$ cat src/rtl/tlp_vc_dispatch_pkg.sv
`default_nettype none
// ============================================================================
// Module   : tlp_vc_dispatch_pkg
// Brief    : Shared constants and state encoding for the VC dispatch sequencer.
// Revision : 1.0
// ============================================================================
package tlp_vc_dispatch_pkg;

    localparam int c_num_vc     = 4;
    localparam int c_id_w       = 2;
    localparam int c_default_dw = 6;

    typedef enum logic [1:0] {
        ST_IDLE = 2'd0,
        ST_XFER = 2'd1,
        ST_HOLD = 2'd2,
        ST_DONE = 2'd3
    } state_t;

endpackage
`default_nettype wire

$ cat src/rtl/tlp_vc_dispatch_if.sv
`default_nettype none
// ============================================================================
// Module   : tlp_vc_dispatch_if
// Brief    : Grant, source-FIFO and destination-FIFO signal bundle.
//            Statistics signals present when TLP_VC_DISPATCH_STATS_EN is defined.
// Revision : 1.0
// ============================================================================
interface tlp_vc_dispatch_if #(
    parameter int DW = tlp_vc_dispatch_pkg::c_default_dw
);
    import tlp_vc_dispatch_pkg::*;

    logic              arb_valid;
    logic [c_id_w-1:0] arb_id;
    logic              empty0, empty1, empty2, empty3;
    logic [DW-1:0]     data_in0, data_in1, data_in2, data_in3;
    logic              dest_almost_full;
    logic              pop0, pop1, pop2, pop3;
    logic              push;
    logic [DW-1:0]     data_out;
    logic [c_id_w-1:0] active_id;
    logic              busy;
    logic              burst_done;
`ifdef TLP_VC_DISPATCH_STATS_EN
    logic [15:0]       words_sent;
    logic [7:0]        short_bursts;

    modport master (
        output arb_valid, arb_id, empty0, empty1, empty2, empty3,
               data_in0, data_in1, data_in2, data_in3, dest_almost_full,
        input  pop0, pop1, pop2, pop3, push, data_out, active_id, busy,
               burst_done, words_sent, short_bursts
    );
    modport slave (
        input  arb_valid, arb_id, empty0, empty1, empty2, empty3,
               data_in0, data_in1, data_in2, data_in3, dest_almost_full,
        output pop0, pop1, pop2, pop3, push, data_out, active_id, busy,
               burst_done, words_sent, short_bursts
    );
`else
    modport master (
        output arb_valid, arb_id, empty0, empty1, empty2, empty3,
               data_in0, data_in1, data_in2, data_in3, dest_almost_full,
        input  pop0, pop1, pop2, pop3, push, data_out, active_id, busy,
               burst_done
    );
    modport slave (
        input  arb_valid, arb_id, empty0, empty1, empty2, empty3,
               data_in0, data_in1, data_in2, data_in3, dest_almost_full,
        output pop0, pop1, pop2, pop3, push, data_out, active_id, busy,
               burst_done
    );
`endif

endinterface
`default_nettype wire

$ cat src/rtl/tlp_vc_mux4.sv
`default_nettype none
// ============================================================================
// Module   : tlp_vc_mux4
// Brief    : Selects head data / empty flag of one VC and decodes its pop strobe.
// Revision : 1.0
// ============================================================================
module tlp_vc_mux4 import tlp_vc_dispatch_pkg::*; #(
    parameter int DW = c_default_dw
) (
    input  wire logic [c_id_w-1:0]   i_sel,
    input  wire logic                i_pop_en,
    input  wire logic [c_num_vc-1:0] i_empty,
    input  wire logic [DW-1:0]       i_data0,
    input  wire logic [DW-1:0]       i_data1,
    input  wire logic [DW-1:0]       i_data2,
    input  wire logic [DW-1:0]       i_data3,
    output logic      [DW-1:0]       o_data,
    output logic                     o_empty,
    output logic      [c_num_vc-1:0] o_pop
);

    logic [DW-1:0] w_data [c_num_vc];
    logic          w_fire;

    assign w_data[0] = i_data0;
    assign w_data[1] = i_data1;
    assign w_data[2] = i_data2;
    assign w_data[3] = i_data3;

    assign o_data  = w_data[i_sel];
    assign o_empty = i_empty[i_sel];
    assign w_fire  = i_pop_en & ~o_empty;

    // Only the selected VC can ever see a strobe, so the vector is one-hot or zero.
    for (genvar k = 0; k < c_num_vc; k++) begin : g_pop
        assign o_pop[k] = w_fire & (i_sel == c_id_w'(k));
    end

endmodule
`default_nettype wire

$ cat src/rtl/tlp_vc_dispatch.sv
`default_nettype none
// ============================================================================
// Module   : tlp_vc_dispatch
// Brief    : Per-grant burst sequencer draining one FWFT source VC into the
//            shared destination FIFO. Optional stats: TLP_VC_DISPATCH_STATS_EN.
// Revision : 1.0
// ============================================================================
module tlp_vc_dispatch import tlp_vc_dispatch_pkg::*; #(
    parameter int DW    = c_default_dw,
    parameter int BURST = 4,
    parameter int CW    = 4
) (
    input wire logic      clk,
    input wire logic      reset,
    tlp_vc_dispatch_if.slave bus
);

    state_t              r_state;
    logic [c_id_w-1:0]   r_id;
    logic [CW-1:0]       r_cnt;
    logic                r_push;
    logic [DW-1:0]       r_data;
    logic                r_busy;
    logic                r_burst_done;

    logic [c_id_w-1:0]   w_sel;
    logic                w_pop_en;
    logic [DW-1:0]       w_data;
    logic                w_empty;
    logic [c_num_vc-1:0] w_pop;
    logic                w_pop_any;
    logic [CW-1:0]       w_cnt_inc;

    // In IDLE the mux looks at the offered grant so the empty check uses its VC.
    assign w_sel     = (r_state == ST_IDLE) ? bus.arb_id : r_id;
    assign w_pop_en  = (r_state == ST_XFER) & ~bus.dest_almost_full;
    assign w_pop_any = |w_pop;
    assign w_cnt_inc = r_cnt + 1'b1;

    tlp_vc_mux4 #(.DW(DW)) u_mux (
        .i_sel    (w_sel),
        .i_pop_en (w_pop_en),
        .i_empty  ({bus.empty3, bus.empty2, bus.empty1, bus.empty0}),
        .i_data0  (bus.data_in0),
        .i_data1  (bus.data_in1),
        .i_data2  (bus.data_in2),
        .i_data3  (bus.data_in3),
        .o_data   (w_data),
        .o_empty  (w_empty),
        .o_pop    (w_pop)
    );

    always_ff @(posedge clk) begin
        if (reset) begin
            r_state      <= ST_IDLE;
            r_id         <= '0;
            r_cnt        <= '0;
            r_push       <= 1'b0;
            r_data       <= '0;
            r_busy       <= 1'b0;
            r_burst_done <= 1'b0;
        end else begin
            r_push       <= w_pop_any;
            r_burst_done <= 1'b0;
            if (w_pop_any) begin
                r_data <= w_data;
            end
            case (r_state)
                ST_IDLE: begin
                    if (bus.arb_valid && !w_empty) begin
                        r_id    <= bus.arb_id;
                        r_cnt   <= '0;
                        r_state <= ST_XFER;
                        r_busy  <= 1'b1;
                    end
                end
                ST_XFER: begin
                    if (w_pop_any) begin
                        r_cnt <= w_cnt_inc;
                        if (w_cnt_inc == CW'(BURST)) begin
                            r_state      <= ST_DONE;
                            r_burst_done <= 1'b1;
                        end
                    end else if (w_empty) begin
                        // Source ran dry (possibly zero-length): nothing left to move.
                        r_state      <= ST_DONE;
                        r_burst_done <= 1'b1;
                    end else begin
                        r_state <= ST_HOLD;
                    end
                end
                ST_HOLD: begin
                    if (w_empty) begin
                        r_state      <= ST_DONE;
                        r_burst_done <= 1'b1;
                    end else if (!bus.dest_almost_full) begin
                        r_state <= ST_XFER;
                    end
                end
                ST_DONE: begin
                    r_state <= ST_IDLE;
                    r_busy  <= 1'b0;
                end
                default: begin
                    r_state <= ST_IDLE;
                    r_busy  <= 1'b0;
                end
            endcase
        end
    end

    assign bus.pop0       = w_pop[0];
    assign bus.pop1       = w_pop[1];
    assign bus.pop2       = w_pop[2];
    assign bus.pop3       = w_pop[3];
    assign bus.push       = r_push;
    assign bus.data_out   = r_data;
    assign bus.active_id  = r_id;
    assign bus.busy       = r_busy;
    assign bus.burst_done = r_burst_done;

`ifdef TLP_VC_DISPATCH_STATS_EN
    logic [15:0] r_words_sent;
    logic [7:0]  r_short_bursts;

    always_ff @(posedge clk) begin
        if (reset) begin
            r_words_sent   <= '0;
            r_short_bursts <= '0;
        end else begin
            if (r_push && (r_words_sent != 16'hFFFF)) begin
                r_words_sent <= r_words_sent + 16'd1;
            end
            if ((r_state == ST_DONE) && (r_cnt < CW'(BURST)) && (r_short_bursts != 8'hFF)) begin
                r_short_bursts <= r_short_bursts + 8'd1;
            end
        end
    end

    assign bus.words_sent   = r_words_sent;
    assign bus.short_bursts = r_short_bursts;
`endif

endmodule
`default_nettype wire

$ cat src/flat_wrapper.sv
// flat-port wrapper written by rule: the top's interface ports become plain ports
module tlp_vc_dispatch_flat import tlp_vc_dispatch_pkg::*;
#(
    parameter int DW    = c_default_dw,
    parameter int BURST = 4,
    parameter int CW    = 4
)
  (clk, reset, bus_arb_valid, bus_arb_id, bus_empty0, bus_empty1, bus_empty2, bus_empty3, bus_data_in0, bus_data_in1, bus_data_in2, bus_data_in3, bus_dest_almost_full, bus_pop0, bus_pop1, bus_pop2, bus_pop3, bus_push, bus_data_out, bus_active_id, bus_busy, bus_burst_done);
  tlp_vc_dispatch_if #(.DW(DW)) bus_i ();
  input wire logic clk;
  input wire logic reset;
  input wire logic [$bits(bus_i.arb_valid)-1:0] bus_arb_valid;
  input wire logic [$bits(bus_i.arb_id)-1:0] bus_arb_id;
  input wire logic [$bits(bus_i.empty0)-1:0] bus_empty0;
  input wire logic [$bits(bus_i.empty1)-1:0] bus_empty1;
  input wire logic [$bits(bus_i.empty2)-1:0] bus_empty2;
  input wire logic [$bits(bus_i.empty3)-1:0] bus_empty3;
  input wire logic [$bits(bus_i.data_in0)-1:0] bus_data_in0;
  input wire logic [$bits(bus_i.data_in1)-1:0] bus_data_in1;
  input wire logic [$bits(bus_i.data_in2)-1:0] bus_data_in2;
  input wire logic [$bits(bus_i.data_in3)-1:0] bus_data_in3;
  input wire logic [$bits(bus_i.dest_almost_full)-1:0] bus_dest_almost_full;
  output wire logic [$bits(bus_i.pop0)-1:0] bus_pop0;
  output wire logic [$bits(bus_i.pop1)-1:0] bus_pop1;
  output wire logic [$bits(bus_i.pop2)-1:0] bus_pop2;
  output wire logic [$bits(bus_i.pop3)-1:0] bus_pop3;
  output wire logic [$bits(bus_i.push)-1:0] bus_push;
  output wire logic [$bits(bus_i.data_out)-1:0] bus_data_out;
  output wire logic [$bits(bus_i.active_id)-1:0] bus_active_id;
  output wire logic [$bits(bus_i.busy)-1:0] bus_busy;
  output wire logic [$bits(bus_i.burst_done)-1:0] bus_burst_done;
  assign bus_i.arb_valid = bus_arb_valid;
  assign bus_i.arb_id = bus_arb_id;
  assign bus_i.empty0 = bus_empty0;
  assign bus_i.empty1 = bus_empty1;
  assign bus_i.empty2 = bus_empty2;
  assign bus_i.empty3 = bus_empty3;
  assign bus_i.data_in0 = bus_data_in0;
  assign bus_i.data_in1 = bus_data_in1;
  assign bus_i.data_in2 = bus_data_in2;
  assign bus_i.data_in3 = bus_data_in3;
  assign bus_i.dest_almost_full = bus_dest_almost_full;
  assign bus_pop0 = bus_i.pop0;
  assign bus_pop1 = bus_i.pop1;
  assign bus_pop2 = bus_i.pop2;
  assign bus_pop3 = bus_i.pop3;
  assign bus_push = bus_i.push;
  assign bus_data_out = bus_i.data_out;
  assign bus_active_id = bus_i.active_id;
  assign bus_busy = bus_i.busy;
  assign bus_burst_done = bus_i.burst_done;
  tlp_vc_dispatch #(.DW(DW), .BURST(BURST), .CW(CW)) u_core (.clk(clk), .reset(reset), .bus(bus_i));
endmodule
$ cat config.mk
export PLATFORM = sky130hd
export DESIGN_NAME = tlp_vc_dispatch_flat
export DESIGN_NICKNAME = d
export VERILOG_FILES = /design/src/rtl/tlp_vc_dispatch_pkg.sv /design/src/rtl/tlp_vc_dispatch_if.sv /design/src/rtl/tlp_vc_mux4.sv /design/src/rtl/tlp_vc_dispatch.sv /design/src/flat_wrapper.sv
export SDC_FILE = /design/constraint.sdc
export NUM_CORES = 1
export LEC_CHECK = 0
export ABC_AREA = 1
export BUFFER_PORTS_ARGS = -buffer_cell sky130_fd_sc_hd__clkbuf_2
export CAP_MARGIN = 20
export CORE_UTILIZATION = 47
export CTS_CLUSTER_SIZE = 12
export DETAILED_ROUTE_END_ITERATION = 8
export PLACE_DENSITY = 0.91
export SYNTH_ARGS = -nofsm -noshare
export SYNTH_HDL_FRONTEND = slang
export SYNTH_SLANG_ARGS = --single-unit
$ cat constraint.sdc
create_clock -name clk -period 2.8 [get_ports clk]
set_clock_uncertainty 0.15 [all_clocks]
set_input_delay 0.14 -clock clk [delete_from_list [all_inputs] [get_ports clk]]
set_output_delay 0.14 -clock clk [all_outputs]
set_load 0.02 [all_outputs]
==> results.md <==
- Detailed router's first-iteration violation count: 61
- Critical path buffer and inverter count: 3
- First-pass GRT wire length: ~4.5 mm
- Placed inst area: approximately 1400 sq um
- Initial core utilization: between 50 and 60%
- Rows: 17
- Min-Delay Endpoint: u_core.bus.active_id[1]
- Final max-slew violation count: 0
- Syn_area_per_cell: around 6.9 sq um
- Design area: roughly 1500 sq um
- Hold Path Class: input port to flip-flop
- RePlAce Congestion: slightly above 0.9
- Fillers: about 210
- Max-cap violations: 0
- Hold Vio Cnt, Final: 0
- Worst skew pair latency: a little under 0.3 ns
- Hold path start: bus_arb_id[1]
- R2r endpoint: u_core.r_cnt[2]
- Vias per inst: between 5 and 6
- Clock buffer count from CTS: 3
- Power Density: around 950 nW/um^2
- IO buf count: 48
- Synthesized cell area: roughly 1200 sq um
- Antenna violations before repair: 0
- Worst path max stage delay: roughly 0.42 ns
- Final setup vio count: 0
- Largest net degree at the start of global routing: 19
- R2R setup slack: around 0.5 ns
- DP HPWL: between 2 and 2.5 mm
- Vias: roughly 1,300
- Vias in the first global route: between 1,000 and 1,500
- Status: complete, no violations
- Clock Tree Root: clkbuf_4
- Crit path launch type: flip-flop
- Sequential element share of the synthesized area: 28.97%
- Max Root-Sink Buffers: 2
- CP max FO: 18
- H-tree lvl count: 1
- Post-DR wirelength/cell: about 11 um
- Cell count after synthesis: 170
- CP Cell Sequence: inv_1 > ha_2 > o21ai_4 > inv_6 > nand2_8 > nand3_4 > nor3_1 > clkbuf_2
- Setup TNS: 0 ns
- Synth cell types: 27
- Worst r2r src: u_core.r_state[0]
- Pre-antenna DRT Iters: 6
- Critical path capture point type: output pin
- DIE HEIGHT: a little over 50 um
- Chip Width: a little over 50 um
- WHS Path Cells: 3
- Worst Max-Slew Pin Slew: 0.3877 ns
- Std-Cell Core Area: around 2300 sq um
- Worst Setup SP: u_core.r_state[0]
- Post-Route WL: 2.783 mm
- Peak supply drop: about 0.00060 V
- Leak pwr: just over 0.7 nW
- Share of cells above drive strength 1: between 30% and 40%
- CTS tree: built
- RSZ-0062 raised after global routing: false
- Final worst-path cycle share: ~90%
- Total Routing Usage GR: 22.36%
- Critical Path RT: roughly 2.5 ns
- Synth Net Count: 210
- Most common cell after layout, fill and taps aside: clkbuf_2
- Slew margin rel.: between 70 and 80%
- Detailed-route DRC error count: 0
- GRT overflow: 0
- Final net count: between 200 and 300
- Syn. warnings: 0
- I/O pin total: slightly below 50
- Worst path slowest cell: dfxtp_1
- Number of routed nets with antenna violations: 0
- Tmin final: roughly 2.6 ns
- Crit path DAT: approximately 2.3 ns
- Total Die Area: between 2000 and 3000 sq um
- Synthesis-stage register bit count: 17
- Total Power: roughly 0.0014 W
- Worst-case reg-to-reg path depth: 12
- N_diodes: 0
- Achievable Freq: around 0.39 GHz
- WS Path Type: flip-flop to output pin
- CTS sink cnt: 17
- P&R area growth vs syn: 25.67%
- Clock transition time at the flip-flop clock pins of the worst setup and hold paths: 0.09 ns
- Most frequent cells in the layout: clkbuf_2 (48), nand3_1 (29), nand2_1 (28), dfxtp_1 (17), inv_1 (16)
- Critical path's top delay family: simple AND/OR/NAND/NOR gates
## Yosys cell counts (all sizes together)
library cell | count | area share, %
nor2 | 16 | 6.0
nand3 | 31 | 15
nand4 | 11 | 5.9
buf | 4 | 2.2
nor3 | 4 | 1.7
inv | 20 | 6.8
ha | 6 | 6.4
clkbuf | 1 | 0.32
o21ai | 13 | 6.8
xor2 | 1 | 0.75
dfxtp | 17 | 29
a211oi | 1 | 0.64
nand2 | 34 | 14
a21oi | 11 | 4.7
## cells by family (layout without fill, tap and decap cells)
kind of cell,count (synthesis),in the layout,synth area share (%)
flops,17,17,28.97
buf+inv,25,75,9.371
compound gates,25,25,12.14
fa+ha+maj,6,6,6.390
simple gates,96,96,42.39
xor+xnor,1,1,0.7456
## worst reg2reg max path, stage by stage, from the launching register on
cell,delay [ns]
dfxtp_1,0.42
inv_1,0.12
ha_2,0.27
o21ai_4,0.34
inv_6,0.14
nand2_8,0.13
nand3_4,0.18
o21ai_2,0.13
nand2_2,0.08
inv_2,0.10
nand2_1,0.06
nand2_1,0.06
nor2_1,0.04
## worst max path at each step
stage	endpoint	slack, ns	cells past startpoint
CTS	bus_pop0	0.12	8
finish	bus_pop0	0.21	8
floorplan	bus_pop0	0.47	9
detailed placement	u_core.r_cnt[2]	0.40	12
global placement	bus_pop0	0.52	8
global route	bus_pop1	0.02	11
## layer usage
layer  up-vias  part of all wire (%)  GRT usage (%)
li1        674                     -              -
met1       527                    45          29.63
met2        52                    47          35.04
met3         6                   6.6          4.971
met4         0                   1.5          8.108
met5         -                     0              0
## final cells by class
class | count | area (sq um) | area share [%]
clock buffer | 4 | 26.28 | 1.780
multi-input combinational | 128 | 726.9 | 49.24
sequential | 17 | 340.3 | 23.05
timing repair buffer | 51 | 267.8 | 18.14
tap | 28 | 35.03 | 2.373
inverter | 20 | 80.08 | 5.424
## flip-flops by register name (all words and copies together), names as in the netlist
register / flops
u_core.r_cnt: 4
u_core.r_state: 2
u_core.bus.data_out: 6
u_core.bus.push: 1
u_core.bus.active_id: 2
u_core.bus.busy: 1
u_core.bus.burst_done: 1
## where the power goes
part           switching [W]  internal [W]  total [W]
registers          0.0000669      0.000315   0.000382
logic               0.000590      0.000307   0.000897
clock network      0.0000743     0.0000555   0.000130
## stage by stage
stage / worst slack (ns) / hold slack (ns) / utilization, % / instances
3_3_place_gp: 0.5188 / 0.2470 / 62.40 / 241
5_1_grt: 0.02119 / 0.03153 / 64.87 / 248
2_1_floorplan: 0.4730 / 0.05907 / - / 170
4_1_cts: 0.1207 / 0.02030 / 64.43 / 247
6_report: 0.2116 / 0.01864 / 64.87 / 248
3_5_place_dp: 0.4019 / 0.2417 / 62.40 / 241
## repair_timing
action	CTS	global route
resized for setup	0	1
hold endpoints to repair	5	0
hold buffers	2	0
setup endpoints to repair	0	4
setup buffers	0	1
No activity file was read; power rests on OpenSTA's default activity.
